### src/rtl/full_adder_if.sv
// Operand/result bundle for full_adder: inputs and valid strobe from the
// producer, combinational and registered results back to it.
interface full_adder_if #(
  parameter int unsigned WIDTH = 1
);
  logic [WIDTH-1:0] a;
  logic [WIDTH-1:0] b;
  logic             c;
  logic             in_valid;
  logic [WIDTH-1:0] sum;
  logic             carry;
  logic [WIDTH-1:0] sum_q;
  logic             carry_q;
  logic             out_valid;

  modport master (
    output a, b, c, in_valid,
    input  sum, carry, sum_q, carry_q, out_valid
  );

  modport slave (
    input  a, b, c, in_valid,
    output sum, carry, sum_q, carry_q, out_valid
  );
endinterface

### src/rtl/full_adder.sv
// WIDTH-bit ripple-carry full adder with carry-in.
// Zero-latency sum/carry, plus a one-cycle registered copy with a valid strobe.
module full_adder #(
  parameter int unsigned WIDTH = 1
) (
  input logic        clk,
  input logic        rst,
  full_adder_if.slave bus
);

  logic [WIDTH-1:0] sum_c;
  logic             carry_c;

  logic [WIDTH-1:0] sum_d;
  logic [WIDTH-1:0] sum_q;
  logic             carry_d;
  logic             carry_q;
  logic             valid_d;
  logic             valid_q;

  // Ripple chain of 1-bit full-adder cells; carry of cell i feeds cell i+1.
  always_comb begin : ripple
    logic [WIDTH:0] ci;
    ci    = '0;
    sum_c = '0;
    ci[0] = bus.c;
    for (int unsigned i = 0; i < WIDTH; i++) begin
      sum_c[i]  = bus.a[i] ^ bus.b[i] ^ ci[i];
      ci[i + 1] = (bus.a[i] & bus.b[i]) | (ci[i] & (bus.a[i] ^ bus.b[i]));
    end
    carry_c = ci[WIDTH];
  end

  // Capture on in_valid, otherwise hold the result and drop the strobe.
  always_comb begin
    sum_d   = sum_q;
    carry_d = carry_q;
    valid_d = 1'b0;
    if (bus.in_valid) begin
      sum_d   = sum_c;
      carry_d = carry_c;
      valid_d = 1'b1;
    end
  end

  // Output register; reset wins over a simultaneous in_valid.
  always_ff @(posedge clk) begin
    if (rst) begin
      sum_q   <= '0;
      carry_q <= 1'b0;
      valid_q <= 1'b0;
    end else begin
      sum_q   <= sum_d;
      carry_q <= carry_d;
      valid_q <= valid_d;
    end
  end

  assign bus.sum       = sum_c;
  assign bus.carry     = carry_c;
  assign bus.sum_q     = sum_q;
  assign bus.carry_q   = carry_q;
  assign bus.out_valid = valid_q;

endmodule

### src/flat_wrapper.sv
// flat-port wrapper written by rule: the top's interface ports become plain ports
module full_adder_flat 
#(
  parameter int unsigned WIDTH = 1
)
  (clk, rst, bus_a, bus_b, bus_c, bus_in_valid, bus_sum, bus_carry, bus_sum_q, bus_carry_q, bus_out_valid);
  full_adder_if #(.WIDTH(WIDTH)) bus_i ();
  input logic clk;
  input logic rst;
  input wire logic [$bits(bus_i.a)-1:0] bus_a;
  input wire logic [$bits(bus_i.b)-1:0] bus_b;
  input wire logic [$bits(bus_i.c)-1:0] bus_c;
  input wire logic [$bits(bus_i.in_valid)-1:0] bus_in_valid;
  output wire logic [$bits(bus_i.sum)-1:0] bus_sum;
  output wire logic [$bits(bus_i.carry)-1:0] bus_carry;
  output wire logic [$bits(bus_i.sum_q)-1:0] bus_sum_q;
  output wire logic [$bits(bus_i.carry_q)-1:0] bus_carry_q;
  output wire logic [$bits(bus_i.out_valid)-1:0] bus_out_valid;
  assign bus_i.a = bus_a;
  assign bus_i.b = bus_b;
  assign bus_i.c = bus_c;
  assign bus_i.in_valid = bus_in_valid;
  assign bus_sum = bus_i.sum;
  assign bus_carry = bus_i.carry;
  assign bus_sum_q = bus_i.sum_q;
  assign bus_carry_q = bus_i.carry_q;
  assign bus_out_valid = bus_i.out_valid;
  full_adder #(.WIDTH(WIDTH)) u_core (.clk(clk), .rst(rst), .bus(bus_i));
endmodule
### config.mk
export PLATFORM = sky130hd
export DESIGN_NAME = full_adder_flat
export DESIGN_NICKNAME = d
export VERILOG_FILES = /design/src/rtl/full_adder_if.sv /design/src/rtl/full_adder.sv /design/src/flat_wrapper.sv
export SDC_FILE = /design/constraint.sdc
export NUM_CORES = 1
export LEC_CHECK = 0
export CAP_MARGIN = 40
export CORE_AREA = 2 2 39 41
export DETAILED_ROUTE_END_ITERATION = 8
export DIE_AREA = 0 0 41 43
export DONT_BUFFER_PORTS = 1
export PLACE_DENSITY = 0.3
export SYNTH_ARGS = -nofsm -noshare
export SYNTH_HDL_FRONTEND = slang
export SYNTH_SLANG_ARGS = --single-unit
### constraint.sdc
create_clock -name clk -period 1.1 [get_ports clk]
set_input_delay 0.165 -clock clk [delete_from_list [all_inputs] [get_ports clk]]
set_output_delay 0.165 -clock clk [all_outputs]
set_load 0.02 [all_outputs]
# Yosys cells after proc, flatten, opt, wreduce, memory -nomap -nowiden
# Cells that the tools add are included.
# word_totals
ff_bits	3
inputBits	6
output_inout_bits	5
elab_cells	9
# op_classes
n_mux	1
bitwise_logic	5
# op_table
cell	n
1-bit AND	2
1-bit XOR	2
1-bit two-way mux	1
1-bit OR	1

# Longest topological paths before layout
# Gate-level depths: netlist (run 1).
# logic_depth
ltp_word	3
ltp_mapped	3
depth_no_buf	3

# Worst setup path after synthesis (run 1)
# Ideal clock, no wire load.
# synth_path
path_kind	input port to flip-flop
from	input port bus_c
to	register u_core.sum_q, in the netlist u_core.bus.sum_q
setup_time_ns	0.115
arrival_time_ns	0.959
required_ns	0.985
setup_slack_ns	0.026
path_stages	3
path_buffers	0
cell_sequence	fa_1 > mux2i_1 > nor2_1
# synth_via
elab_chain_cells	1
# synth_rtl
item	line_no	source
from (decl)	flat_wrapper.sv:12	input wire logic [$bits(bus_i.c)-1:0] bus_c;
1-bit XOR	full_adder.sv:28	sum_c[i] = bus.a[i] ^ bus.b[i] ^ ci[i];
to (signal assigned)	full_adder.sv:53	sum_q <= sum_d;
to (decl)	full_adder.sv:15	logic [WIDTH-1:0] sum_q;
# Every way passes these cells.
# A chain may end at the register's enable or synchronous reset.

# Worst setup path after layout (run 1)
# layout_path
from	input port bus_c
to	output port bus_sum
# layout_via
elab_chain_cells	1
# layout_rtl
item	line_no	source
1-bit XOR	full_adder.sv:28	
to (decl)	flat_wrapper.sv:14	output wire logic [$bits(bus_i.sum)-1:0] bus_sum;
# Every way passes these cells.

==> results of run 1 <==
==> layout by cell type (no fill, tap or decap) <==
master,instances
sky130_fd_sc_hd__dlygate4sd3_1,1
sky130_fd_sc_hd__nor2_1,2
sky130_fd_sc_hd__nor2b_1,1
sky130_fd_sc_hd__mux2i_1,2
sky130_fd_sc_hd__dfxtp_1,3
sky130_fd_sc_hd__clkbuf_4,3
sky130_fd_sc_hd__clkbuf_1,1
sky130_fd_sc_hd__buf_4,2
sky130_fd_sc_hd__fa_1,1
==> cell families (layout without fill, tap and decap cells) <==
family	Yosys count	after routing	share of synthesized area, %
buffers and inverters	0	7	0
and+or+nand+nor	3	3	12.1
adders and majority gates	1	1	17.6
DFF	3	3	52.7
muxes	2	2	17.6
==> worst min path at each step <==
stage / from / to / slack, ns / cells past startpoint
after floorplan: rst / u_core.bus.out_valid / 0.24 / 1
after global placement: rst / u_core.bus.carry_q / 0.24 / 1
after detailed placement: rst / u_core.bus.carry_q / 0.24 / 1
after CTS: rst / u_core.bus.out_valid / 0.002 / 1
after global routing: rst / u_core.bus.out_valid / 0.004 / 1
final: rst / u_core.bus.out_valid / 0.007 / 1
==> report_power, final <==
part	internal, W	switching [W]
combinational	0.0000245	0.0000243
clock	0.000136	0.0000559
sequential	0.000118	0.0000147
total	0.000278	0.0000949
==> flip-flops by register name (all words and copies together), names as in the netlist <==
name                  cells
u_core.bus.out_valid      1
u_core.bus.sum_q          1
u_core.bus.carry_q        1
==> routing by layer <==
metal  vias to the layer above  GRT usage (%)  part of all wire (%)
met5                         -              0                     0
met4                         0           8.00                     0
met3                         0           4.71                    28
met2                        11           4.06                    30
met1                        43           4.82                    42
li1                         42              -                     -
==> per-stage QoR <==
step / power (W) / util (%)
global route: 0.000393 / 13.4
global placement: 0.000179 / 10.8
CTS: 0.000383 / 13.4
finish: 0.000373 / 13.4
floorplan: 0.000164 / -
detailed placement: 0.000179 / 10.8
==> cell type report <==
class,count,area share (%)
clock buffers,4,14.2
well taps,16,10.8
flip-flops and latches,3,32.4
repair buffers,3,13.5
multi-input cells,6,29.1
==> timing repair <==
| action | 4_1_cts | 5_1_grt |
|---|---|---|
| hold buffers | 1 | 0 |
| buffers inserted | 0 | 0 |
| gates resized for setup | 0 | 0 |
| hold endpoints to repair | 2 | 0 |
==> flow_summary_export.csv, run 1 <==
group,metric,value,unit
status,run_status,"finished clean",
sta,finalSetupViolations,0,
drt,detailroute.via_count,96,
yosys,synth_seq_area_share,52.7,%
grt,number_of_antenna_violations_at_the_first_check_in_global_routing,0,
yosys,synth-seq-cells,3,
critical_path,worstReg2RegStart,"u_core.bus.carry_q",
yosys,synthesis.area,114,um^2
floorplanning,placementRows,14,
critical_path,start_kind,"input port",
cts,clock_tree.root_cell,"sky130_fd_sc_hd__clkbuf_4",
yosys,synth_edf_count,0,
yosys,count_leader_synth,"sky130_fd_sc_hd__dfxtp_1",
finish,finalInstanceArea,185,um^2
floorplanning,pin_count,11,
yosys,synth_cell_type_count,5,
sta,final.period_utilization,95.6,%
place,dpl_cell_area,149,um^2
grt,grt_pass1_vias,117,
sta,crit_path_time_final,1.05,ns
critical_path,cp.arrival,0.89,ns
power,vdd_drop_max,0.207,mV
sta,max_freq,0.951,GHz
sta,finalClockSkew,0,ns
min_path,hold_class,"in -> reg",
floorplanning,fp.dieH,43,um
drt,vias_per_cell,3.00,
finish,areaGrowthSynthToFinish,62.6,%
floorplanning,fp.dieArea,1760,um^2
cts,cts_num_sinks,3,
yosys,postSynth.asyncResetShare,0,%
critical_path,worst-path-max-fanout,2,
place,dp.cells,27,
grt,grt_use_total,4.92,%
drt,drt-pass1-iter-count,4,
yosys,synth_top_cells_by_count,"sky130_fd_sc_hd__dfxtp_1 (3), sky130_fd_sc_hd__mux2i_1 (2), sky130_fd_sc_hd__nor2_1 (2), sky130_fd_sc_hd__fa_1 (1), sky130_fd_sc_hd__nor2b_1 (1)",
sta,setup-tns-final,0,ns
critical_path,critical_path_class,"in -> out",
drt,post-route-drc-count,0,
place,place_hpwl,244,um
finish,post_route_cells_drive_above_1_share,31.3,%
critical_path,crit_required,0.94,ns
sta,final_max_tran_viols,0,
finish,num_antenna_cells,0,
floorplanning,fp.dieW,41,um
grt,grt_pass1_wl,420,um
finish,post_layout_nonfiller_instances,32,
drt,detail_route.wl_per_cell,9.72,um
cts,clock_pin_slew_worst_setup_and_hold_paths,0.04,ns
critical_path,setup.worst_path.start,"bus_c",
drt,ant_nets,0,
cts,cts_made_buffers,3,
yosys,avgSynthCellArea,12.7,um^2
run,cap_violations,0,
critical_path,worst_r2r_endpoint,"u_core.bus.carry_q",
power,power-per-cell-area,2010,nW/um^2
critical_path,worstSetupPathDepth,2,
finish,fillerInstances,157,
place,place_ws,0.0555,ns
cts,clock_tree_from_tritoncts,"built",
critical_path,setup_slack_of_the_worst_register_to_register_path,0.40,ns
critical_path,critical-path-top-delay-family,"adder cells",
grt,globalRoute.totalOverflow,0,
drt,drt-initial-drc-count,2,
cts,clkLatencyLatePin,0.23,ns
yosys,ys.warnings.count,0,
place,gp_congestion,0.447,
sta,setup_repair_after_global_routing_missed_its_margin,"no",
sta,setup_slack,0.0487,ns
place,placement.io_buffers,0,
sta,final.hold.worst_slack,0.00729,ns
yosys,synthesis.nets,16,
critical_path,crit_path_max_incr_delay,0.57,ns
critical_path,timing.critical_path.buf_inv,1,
floorplanning,starting_density_of_the_core,8.23,%
critical_path,critical_path.slowest_cell,"sky130_fd_sc_hd__fa_1",
critical_path,cp-endpoint,"bus_sum",
yosys,synth_flop_cell,"sky130_fd_sc_hd__dfxtp_1",
floorplanning,floorplan.core_area,1380,um^2
sta,timing.final.hold_violations,0,
finish,multi_input_comb_area,53.8,um^2
finish,layout.area.seq,60.1,um^2
yosys,netlist.area_leader.share,52.7,%
critical_path,crit_path_cell_trace,"fa_1 -> buf_4",
yosys,synth_top_cells_by_area,"sky130_fd_sc_hd__dfxtp_1 (53%), sky130_fd_sc_hd__fa_1 (18%), sky130_fd_sc_hd__mux2i_1 (18%), sky130_fd_sc_hd__nor2_1 (6.6%), sky130_fd_sc_hd__nor2b_1 (5.5%)",
power,cellLeakagePower,0.0785,nW
critical_path,worstRegToRegCells,2,
grt,grt_start_max_net_pins,4,
critical_path,cp-end-kind,"primary output",
sta,worst-slew-pin-transition,0.247,ns
finish,fin_nets,24,
cts,clock_path_buffers,2,
yosys,synth_top_cell_by_area,"sky130_fd_sc_hd__dfxtp_1",
drt,routed_wirelength,311,um
cts,htree_num_levels,1,
sta,max_slew_margin,83.5,%
yosys,cell_count_after_synthesis,9,
No activity file was read; power rests on OpenSTA's default activity.
==> run 2, diff against run 1 <==
CAP_MARGIN = 10   (was 40)
==> results of run 2 <==
Same layout as run 1: the final DEF is identical, and so are final timing and power.
==> run 3, diff against run 2 <==
ABC_CLOCK_PERIOD_IN_PS = 1100   (was not set)
==> results of run 3 <==
Same layout as run 1: the final DEF is identical, and so are final timing and power.
